<file path="config.mk">
export PLATFORM = sky130hd
export DESIGN_NAME = lcd_spi_byte_tx
export DESIGN_NICKNAME = d
export VERILOG_FILES = /design/src/rtl/lcd_spi_pkg.sv /design/src/rtl/sync_fifo.sv /design/src/rtl/lcd_spi_byte_tx.sv
export SDC_FILE = /design/constraint.sdc
export NUM_CORES = 1
export LEC_CHECK = 0
export ABC_AREA = 1
export CORE_MARGIN = 2
export CORE_UTILIZATION = 35
export DETAILED_ROUTE_END_ITERATION = 12
export PLACE_DENSITY = 0.6
export SLEW_MARGIN = 20
export SYNTH_ARGS = -nofsm -noshare
export SYNTH_HDL_FRONTEND = slang
export SYNTH_SLANG_ARGS = --single-unit
</file>
<file path="constraint.sdc">
create_clock -name clk -period 5.2 [get_ports clk]
set_input_delay 0.78 -clock clk [delete_from_list [all_inputs] [get_ports clk]]
set_output_delay 0.78 -clock clk [all_outputs]
set_load 0.005 [all_outputs]
</file>
<file path="src/rtl/lcd_spi_pkg.sv">
// Shared types and constants for the ST77xx SPI transmit path.
package lcd_spi_pkg;

   // Transmit FSM states.
   typedef enum logic [2:0] {
      StIdle,
      StLow,
      StHigh,
      StHold,
      StGap
   } spi_state_e;

   // FIFO entry is {dc, byte}.
   localparam int unsigned ENTRY_W = 9;

   // D/C line levels.
   localparam logic DC_CMD  = 1'b0;
   localparam logic DC_DATA = 1'b1;

   // ST77xx opcodes and arguments used by the sequencer.
   localparam logic [7:0] SLPOUT       = 8'h11;
   localparam logic [7:0] DISPON       = 8'h29;
   localparam logic [7:0] COLMOD       = 8'h3A;
   localparam logic [7:0] RAMWR        = 8'h2C;
   localparam logic [7:0] COLMOD_16BPP = 8'h55;

endpackage

</file>
<file path="src/rtl/sync_fifo.sv">
// Synchronous FIFO with show-ahead head entry and registered full/empty flags.
module sync_fifo #(
   parameter int unsigned WIDTH = 9,
   parameter int unsigned DEPTH = 4
) (
   input  logic             clk,
   input  logic             reset,
   input  logic             wr_en,
   input  logic [WIDTH-1:0] wr_data,
   input  logic             rd_en,
   output logic [WIDTH-1:0] rd_data,
   output logic             full,
   output logic             empty
);

   localparam int unsigned AW = (DEPTH > 1) ? $clog2(DEPTH) : 1;
   localparam logic [AW:0] CNT_FULL = (AW + 1)'(DEPTH);

   logic [WIDTH-1:0] mem_q [DEPTH];
   logic [AW-1:0]    wr_ptr_q, wr_ptr_d;
   logic [AW-1:0]    rd_ptr_q, rd_ptr_d;
   logic [AW:0]      count_q, count_d;
   logic             full_q, full_d;
   logic             empty_q, empty_d;
   logic             push, pop;

   // Writes while full are dropped even if a pop happens in the same cycle.
   assign push = wr_en && !full_q;
   assign pop  = rd_en && !empty_q;

   // Pointer, occupancy and flag next-state; pointers wrap because DEPTH is a power of two.
   always_comb begin
      wr_ptr_d = wr_ptr_q;
      rd_ptr_d = rd_ptr_q;
      count_d  = count_q;
      if (push) wr_ptr_d = wr_ptr_q + AW'(1);
      if (pop)  rd_ptr_d = rd_ptr_q + AW'(1);
      unique case ({push, pop})
         2'b10:   count_d = count_q + (AW + 1)'(1);
         2'b01:   count_d = count_q - (AW + 1)'(1);
         default: count_d = count_q;
      endcase
      full_d  = (count_d == CNT_FULL);
      empty_d = (count_d == '0);
   end

   // Pointer and flag registers.
   always_ff @(posedge clk) begin
      if (reset) begin
         wr_ptr_q <= '0;
         rd_ptr_q <= '0;
         count_q  <= '0;
         full_q   <= 1'b0;
         empty_q  <= 1'b1;
      end else begin
         wr_ptr_q <= wr_ptr_d;
         rd_ptr_q <= rd_ptr_d;
         count_q  <= count_d;
         full_q   <= full_d;
         empty_q  <= empty_d;
      end
   end

   // Storage array; no reset needed since reads are gated by empty.
   always_ff @(posedge clk) begin
      if (push) mem_q[wr_ptr_q] <= wr_data;
   end

   assign rd_data = mem_q[rd_ptr_q];
   assign full    = full_q;
   assign empty   = empty_q;

endmodule

</file>
<file path="src/rtl/lcd_spi_byte_tx.sv">
// SPI mode-0 byte transmitter for ST77xx LCDs: FIFO of {dc, byte}, MSB first,
// cs_n held low across back-to-back entries.
module lcd_spi_byte_tx
   import lcd_spi_pkg::*;
#(
   parameter int unsigned DEPTH = 4,
   parameter int unsigned PW    = 8
) (
   input  logic          clk,
   input  logic          reset,
   input  logic          wr_en,
   input  logic [7:0]    wr_data,
   input  logic          wr_dc,
   input  logic [PW-1:0] prescaler,
   output logic          full,
   output logic          empty,
   output logic          overflow,
   output logic          byte_done,
   output logic          busy,
   output logic          cs_n,
   output logic          scl,
   output logic          sda,
   output logic          dc
);

   spi_state_e           state_q, state_d;
   logic [PW-1:0]        cnt_q, cnt_d;
   logic [PW-1:0]        pre_q, pre_d;
   logic [2:0]           bitcnt_q, bitcnt_d;
   logic [7:0]           shift_q, shift_d;
   logic                 cs_n_q, cs_n_d;
   logic                 scl_q, scl_d;
   logic                 sda_q, sda_d;
   logic                 dc_q, dc_d;
   logic                 busy_q, busy_d;
   logic                 byte_done_q, byte_done_d;
   logic                 overflow_q, overflow_d;
   logic                 pop;
   logic                 phase_end;
   logic [ENTRY_W-1:0]   head;

   sync_fifo #(
      .WIDTH (ENTRY_W),
      .DEPTH (DEPTH)
   ) u_fifo (
      .clk     (clk),
      .reset   (reset),
      .wr_en   (wr_en),
      .wr_data ({wr_dc, wr_data}),
      .rd_en   (pop),
      .rd_data (head),
      .full    (full),
      .empty   (empty)
   );

   // Each LOW/HIGH/HOLD/GAP phase lasts pre_q+1 cycles.
   assign phase_end = (cnt_q == pre_q);

   // Next-state and output logic for the transmit FSM.
   always_comb begin
      state_d     = state_q;
      cnt_d       = cnt_q + PW'(1);
      pre_d       = pre_q;
      bitcnt_d    = bitcnt_q;
      shift_d     = shift_q;
      cs_n_d      = cs_n_q;
      scl_d       = scl_q;
      sda_d       = sda_q;
      dc_d        = dc_q;
      busy_d      = busy_q;
      byte_done_d = 1'b0;
      overflow_d  = wr_en && full;
      pop         = 1'b0;

      unique case (state_q)
         StIdle: begin
            cnt_d  = '0;
            cs_n_d = 1'b1;
            scl_d  = 1'b0;
            // Prescaler is frozen for the whole frame from here on.
            pre_d  = prescaler;
            if (!empty) begin
               pop      = 1'b1;
               shift_d  = head[7:0];
               dc_d     = head[8];
               sda_d    = head[7];
               cs_n_d   = 1'b0;
               bitcnt_d = 3'd7;
               busy_d   = 1'b1;
               state_d  = StLow;
            end
         end
         StLow: begin
            if (phase_end) begin
               cnt_d   = '0;
               scl_d   = 1'b1;
               state_d = StHigh;
            end
         end
         StHigh: begin
            if (phase_end) begin
               cnt_d = '0;
               scl_d = 1'b0;
               if (bitcnt_q != 3'd0) begin
                  bitcnt_d = bitcnt_q - 3'd1;
                  shift_d  = {shift_q[6:0], 1'b0};
                  sda_d    = shift_q[6];
                  state_d  = StLow;
               end else begin
                  byte_done_d = 1'b1;
                  // Chain the next entry without releasing cs_n.
                  if (!empty) begin
                     pop      = 1'b1;
                     shift_d  = head[7:0];
                     dc_d     = head[8];
                     sda_d    = head[7];
                     bitcnt_d = 3'd7;
                     state_d  = StLow;
                  end else begin
                     state_d = StHold;
                  end
               end
            end
         end
         StHold: begin
            if (phase_end) begin
               cnt_d   = '0;
               cs_n_d  = 1'b1;
               state_d = StGap;
            end
         end
         StGap: begin
            if (phase_end) begin
               cnt_d   = '0;
               busy_d  = 1'b0;
               state_d = StIdle;
            end
         end
         default: begin
            cnt_d   = '0;
            state_d = StIdle;
         end
      endcase
   end

   // State and output registers; reset aborts any frame in progress.
   always_ff @(posedge clk) begin
      if (reset) begin
         state_q     <= StIdle;
         cnt_q       <= '0;
         pre_q       <= '0;
         bitcnt_q    <= '0;
         shift_q     <= '0;
         cs_n_q      <= 1'b1;
         scl_q       <= 1'b0;
         sda_q       <= 1'b0;
         dc_q        <= 1'b0;
         busy_q      <= 1'b0;
         byte_done_q <= 1'b0;
         overflow_q  <= 1'b0;
      end else begin
         state_q     <= state_d;
         cnt_q       <= cnt_d;
         pre_q       <= pre_d;
         bitcnt_q    <= bitcnt_d;
         shift_q     <= shift_d;
         cs_n_q      <= cs_n_d;
         scl_q       <= scl_d;
         sda_q       <= sda_d;
         dc_q        <= dc_d;
         busy_q      <= busy_d;
         byte_done_q <= byte_done_d;
         overflow_q  <= overflow_d;
      end
   end

   assign cs_n      = cs_n_q;
   assign scl       = scl_q;
   assign sda       = sda_q;
   assign dc        = dc_q;
   assign busy      = busy_q;
   assign byte_done = byte_done_q;
   assign overflow  = overflow_q;

endmodule
</file>
==> flow_summary.toml, run 1 <==
[placement]
dp_hpwl_mm = 5.055
gp_congestion = 0.7829
port_buffers = 28

[grt]
grt_usage_pct = 14.03
grt-busiest-layer = "met2"
met3_usage_pct = 4.159
grt_overflow = 0
grt_pass1_wl_mm = 12.87
grt_antenna_before_repair = 0
grt_pass1_vias = 2763
met2_usage_pct = 24.96
met1_usage_pct = 16.24
grt_max_degree = 27

[detailed_routing]
vias_per_cell = 4.573
dr.pass1.iters = 4
drc = 0
vias = 2872
wl_per_cell_um = 11.83
wl_mm = 7.431
drt-initial-drc-count = 126
ant_nets = 0

[synthesis]
ys.flop_type = "dfxtp_1"
synthArstFlopShare_pct = 0
synth-edff-count = 36
postSynthAreaPerCell_um2 = 8.436
yosysTopAreaCellShare_pct = 28.23
ys_warn_count = 0
synth-seq-cells = 83
syn_area_mm2 = 0.003830
syn_nets = 483
ys_types = 36
synthCells = 454
yosys-top-cells-count = "nand2_1 (128), inv_1 (48), nor2_1 (48)"
synth_area_leader_cell = "edfxtp_1"
yosysMostFrequentCell = "nand2_1"
yosysSeqAreaShare_pct = 52.79
synthTopCellsByArea = "edfxtp_1 (28%), dfxtp_1 (25%), nand2_1 (13%)"

[clock_tree]
clockBufferDepth = 2
ctsHtreeMaxLevel = 3
cts-buffers-inserted = 9
clkSlewWorstSetupHoldPaths_ns = 0.09
root_buffer = "clkbuf_8"
cts_hold_buf = 0
cts_resized = 0
cts_tree = "done"
clock-sinks = 83
insertion_delay_ns = 0.35
post-cts-setup-buffer-count = 0

[final_layout]
drive_gt1_share_pct = 8.402
register_area_mm2 = 0.002022
multiInputGateArea_mm2 = 0.001514
diodes = 0
finalNetCount = 512
area_growth_pct = 15.32
fillers = 1081

[setup_path]
r2r-end = "u_fifo.empty"
crit_arrival_ns = 2.90
worstPathRequired_ns = 5.40
cp_max_fo = 9
end_kind = "flip-flop"
setup.worst_path.start_class = "input port"
r2r_cells = 13
crit_path_end = "u_fifo.empty"
critical_path_class = "in2reg"
r2r_slack_ns = 2.75
critPathLaunch = "wr_en"
r2r_start = "bitcnt_q[0]"

[sta]
relSlewSlack_pct = 40.18
hold_violations = 0
drv_slew = 0
finalSetupTns_ns = 0
min_period_over_period_pct = 51.85
setup_viol = 0
rsz0062_at_grt = "no"
skew_ns = 0.009874
tightest_slew_ns = 0.8940
timing.hold.ws_ns = 0.4611
min_period_ns = 2.696
max_freq_mhz = 370.9

[power_and_ir_drop]
power_switching_uw = 892.3
p_sw_share_pct = 39.97
p_int_uw = 1340
seq_power_share_pct = 41.4
total_leakage_power_uw = 0.001843
p_per_area_mw_per_mm2 = 505.4
irDropWorstVdd_mv = 0.1995
p_clk_share_pct = 20.3
pwr-share-comb_pct = 38.3

[floorplan]
initial_core_util_pct = 35.64
dieWidth_um = 108.6
coreArea_mm2 = 0.01075
fp.dieArea_mm2 = 0.01180
fp.dieH_um = 108.6
ioPinCount = 29
core.rowCount = 38

[status]
status = "completed"

[worst_hold_path]
hp-class = "reg2reg"

[run]
maxCapViolCount = 0
kinds of logic (layout without fill, tap and decap cells):
group / after synthesis / after routing / synth area share, %
compound gates: 55 / 55 / 7.742
simple gates: 230 / 230 / 27.02
buf+inv: 70 / 104 / 7.677
mux: 1 / 1 / 0.2614
xor+xnor: 6 / 6 / 1.372
fa+ha+maj: 9 / 9 / 3.136
flops: 83 / 83 / 52.79
worst min-delay path by stage:
stage,to,depth (start not counted),start
detailed placement,overflow,2,u_fifo.full
floorplan,pre_q[4],2,pre_q[4]
CTS,overflow,2,u_fifo.full
global route,overflow,2,u_fifo.full
global placement,overflow,2,u_fifo.full
finish,overflow,2,u_fifo.full
worst max-delay path, cell delays in order:
cell and delay (ns):
clkdlybuf4s50_1 0.48, inv_1 0.04, nor2_1 0.09, clkinv_1 0.21
ha_1 0.31, fa_1 0.39, a21oi_1 0.13, o21ai_0 0.11
xor2_1 0.17, nor2_1 0.13, a21oi_1 0.06
metrics by stage:
step / area [µm²] / setup WS, ns / cells / util, % / power, µW
floorplan: 3830 / 2.882 / 454 / - / 1591
global placement: 4219 / 2.194 / 612 / 39.26 / 1776
detailed placement: 4219 / 2.139 / 612 / 39.26 / 1799
CTS: 4417 / 2.515 / 628 / 41.10 / 2261
global route: 4417 / 2.252 / 628 / 41.10 / 2433
finish: 4417 / 2.504 / 628 / 41.10 / 2232
placed cells by master (no fill, tap or decap), drive strengths merged, types with 4 or more instances in the layout:
cell type,synthesis,routed
nand2,134,134
inv,58,59
nor2,55,55
dfxtp,47,47
edfxtp,36,36
clkdlybuf4s50,0,28
nand3,28,28
a21oi,27,27
o21ai,18,18
clkbuf,2,11
ha,8,8
a22oi,7,7
clkinv,2,6
nor3,5,5
xor2,4,4
nand4,4,4
layout make-up:
type,instances,share of cell area (%)
tap,140,3.966
inverter,60,5.156
clock buffer,11,3.428
sequential,83,45.78
multi-input combinational,301,34.28
clock inverter,5,1.048
timing repair buffer,28,6.346
per-layer routing:
| metal | wire length, µm | vias up |
|---|---|---|
| li1 | - | 1524 |
| met1 | 3405 | 1295 |
| met2 | 3696 | 46 |
| met3 | 272 | 7 |
| met4 | 57 | 0 |
| met5 | 0 | - |
sequential cells by signal, indices dropped and copies added, names as in the netlist, named ones only:
register	flops
bitcnt_q	3
busy	1
byte_done	1
cnt_q	8
cs_n	1
dc	1
overflow	1
pre_q	8
scl	1
sda	1
shift_q	7
state_q	3
u_fifo.count_q	3
u_fifo.empty	1
u_fifo.full	1
u_fifo.mem_q	36
u_fifo.rd_ptr_q	2
u_fifo.wr_ptr_q	2
power groups by stage:
| stage | logic, µW | registers, µW | clock network [µW] |
|---|---|---|---|
| 2_1_floorplan | 695 | 896 | 0 |
| 3_3_place_gp | 841 | 935 | 0 |
| 3_5_place_dp | 859 | 940 | 0 |
| 4_1_cts | 865 | 926 | 470 |
| 5_1_grt | 987 | 946 | 500 |
| 6_report | 855 | 924 | 454 |
(Power assumes the default switching activity.)
==> run 2: changes to the inputs <==
==> constraint.sdc (replaced) <==
create_clock -name clk -period 2.7 [get_ports clk]
set_input_delay 0.405 -clock clk [delete_from_list [all_inputs] [get_ports clk]]
set_output_delay 0.405 -clock clk [all_outputs]
set_load 0.005 [all_outputs]
==> flow_summary.toml, run 2 (synthesis gave the netlist of run 1 again) <==
[clock_tree]
post-cts-setup-buffer-count = 0
clockBufferDepth = 2
cts_hold_buf = 0
clkSlewWorstSetupHoldPaths_ns = 0.09
insertion_delay_ns = 0.38
ctsHtreeMaxLevel = 3
cts_tree = "done"
cts-buffers-inserted = 9
root_buffer = "clkbuf_8"
clock-sinks = 83

[power_and_ir_drop]
pwr-share-comb_pct = 39.4
total_leakage_power_uw = 0.001878
seq_power_share_pct = 40.5
p_per_area_mw_per_mm2 = 967.2
p_int_uw = 2564
power_switching_uw = 1760
p_clk_share_pct = 20.2
irDropWorstVdd_mv = 0.4204
p_sw_share_pct = 40.70

[floorplan]
fp.dieH_um = 108.6
dieWidth_um = 108.6
coreArea_mm2 = 0.01075
fp.dieArea_mm2 = 0.01180
initial_core_util_pct = 35.64
core.rowCount = 38
ioPinCount = 29

[setup_path]
crit_arrival_ns = 2.74
setup.worst_path.start_class = "flip-flop"
r2r_start = "cnt_q[1]"
critPathLaunch = "cnt_q[1]"
worstPathRequired_ns = 3.00
r2r_cells = 13
cp_max_fo = 6
critical_path_class = "reg2reg"
end_kind = "flip-flop"

[worst_hold_path]
hold_depth = 1
worstHoldStart = "cnt_q[0]"
hp-class = "reg2reg"

[sta]
max_freq_mhz = 410.1
drv_slew = 0
finalSetupTns_ns = 0
relSlewSlack_pct = 50.51
rsz0062_at_grt = "no"
skew_ns = 0.007369
min_period_ns = 2.439
setup_viol = 0
min_period_over_period_pct = 90.31
hold_violations = 0
tightest_slew_ns = 0.7405

[run]
maxCapViolCount = 0

[placement]
placed_area_mm2 = 0.004279
dp_hpwl_mm = 5.121
port_buffers = 28
gp_congestion = 0.7765

[grt]
grt_antenna_before_repair = 0
grt_pass1_wl_mm = 12.83
grt_max_degree = 22
grt_usage_pct = 14.15
grt_overflow = 0
grt_pass1_vias = 2799

[detailed_routing]
wl_per_cell_um = 11.84
ant_nets = 0
drt-initial-drc-count = 153
vias_per_cell = 4.575
vias = 2910
dr.pass1.iters = 4
wl_mm = 7.532
drc = 0

[final_layout]
fillers = 1096
largest_reg_flops = 36
postLayoutCellArea_mm2 = 0.004471
top_regs = "u_fifo.mem_q x36, cnt_q x8, pre_q x8"
area_growth_pct = 16.73
finalNetCount = 520
regMostFlops = "u_fifo.mem_q"
diodes = 0
most-common-layout-cells = "nand2_1 (128), inv_1 (48), nor2_1 (48), dfxtp_1 (45), edfxtp_1 (36)"
drive_gt1_share_pct = 10.28
layout_commonest_cell = "nand2_1"

[status]
status = "completed"
==> run 2: changes by cell type in the layout (fill, tap and decap cells not counted) <==
cell | before | now
inv_8 | 1 | 2
dfxtp_2 | 0 | 2
clkinvlp_4 | 0 | 1
inv_6 | 0 | 3
buf_4 | 0 | 8
dfxtp_1 | 47 | 45
clkbuf_8 | 11 | 9
clkinv_4 | 4 | 1
==> run 2: layout make-up <==
| cell class | instances | area (µm²) | area share (%) |
|---|---|---|---|
| inverter | 60 | 227.7 | 5.094 |
| multi-input combinational | 301 | 1514 | 33.87 |
| clock buffer | 9 | 123.9 | 2.771 |
| clock inverter | 7 | 65.06 | 1.455 |
| sequential | 83 | 2024 | 45.28 |
| timing repair buffer | 36 | 340.3 | 7.613 |
| tap | 140 | 175.2 | 3.918 |
==> run 2: metrics by stage <==
step	hold WS (ns)	setup WS [ns]	cells	total power, µW	util, %
2_1_floorplan	0.4431	0.5977	454	3064	-
3_3_place_gp	0.4525	0.3133	620	3438	39.82
3_5_place_dp	0.4531	0.2678	620	3488	39.82
4_1_cts	0.4725	0.2484	636	4377	41.58
5_1_grt	0.4932	0.008425	636	4695	41.60
6_report	0.4619	0.2615	636	4324	41.60
==> run 2: path summary, 6_finish.rpt <==
kind,end,slack (ns)
setup / recovery,u_fifo.full,0.26
hold / removal,cnt_q[0],0.46
setup reg to reg,u_fifo.full,0.26
hold reg to reg,cnt_q[0],0.46
==> run 2: power by group through the flow <==
stage	combinational [µW]	clock, µW	sequential (µW)
6_report	1700	872	1750
5_1_grt	1960	955	1780
4_1_cts	1720	910	1750
3_5_place_dp	1710	0	1780
3_3_place_gp	1670	0	1770
2_1_floorplan	1340	0	1730
==> run 2: layer usage <==
metal  vias up  track usage (%)  wire, µm
met3        12            4.400       279
met2        35            24.33      3678
met4         0            5.678       132
met5         -                0         0
met1      1329            16.33      3442
li1       1534                -         -
==> run 2: what timing repair did <==
| action | in CTS | in global routing |
|---|---|---|
| setup endpoints to repair | 0 | 1 |
| gates resized for setup | 0 | 2 |
| endpoints found under the hold margin | 0 | 0 |
==> run 2: worst max-delay path: stages (launching register included) <==
cell and delay (ns):
dfxtp_1 0.41, inv_1 0.06, nand2_1 0.05, nand2_1 0.05, nor2_1 0.17, nand2_1 0.11
nor2_4 0.16, nand3_1 0.12, nand2_1 0.12, ha_1 0.21, fa_1 0.43, mux2i_1 0.20
nand2_1 0.10, nor3_1 0.17
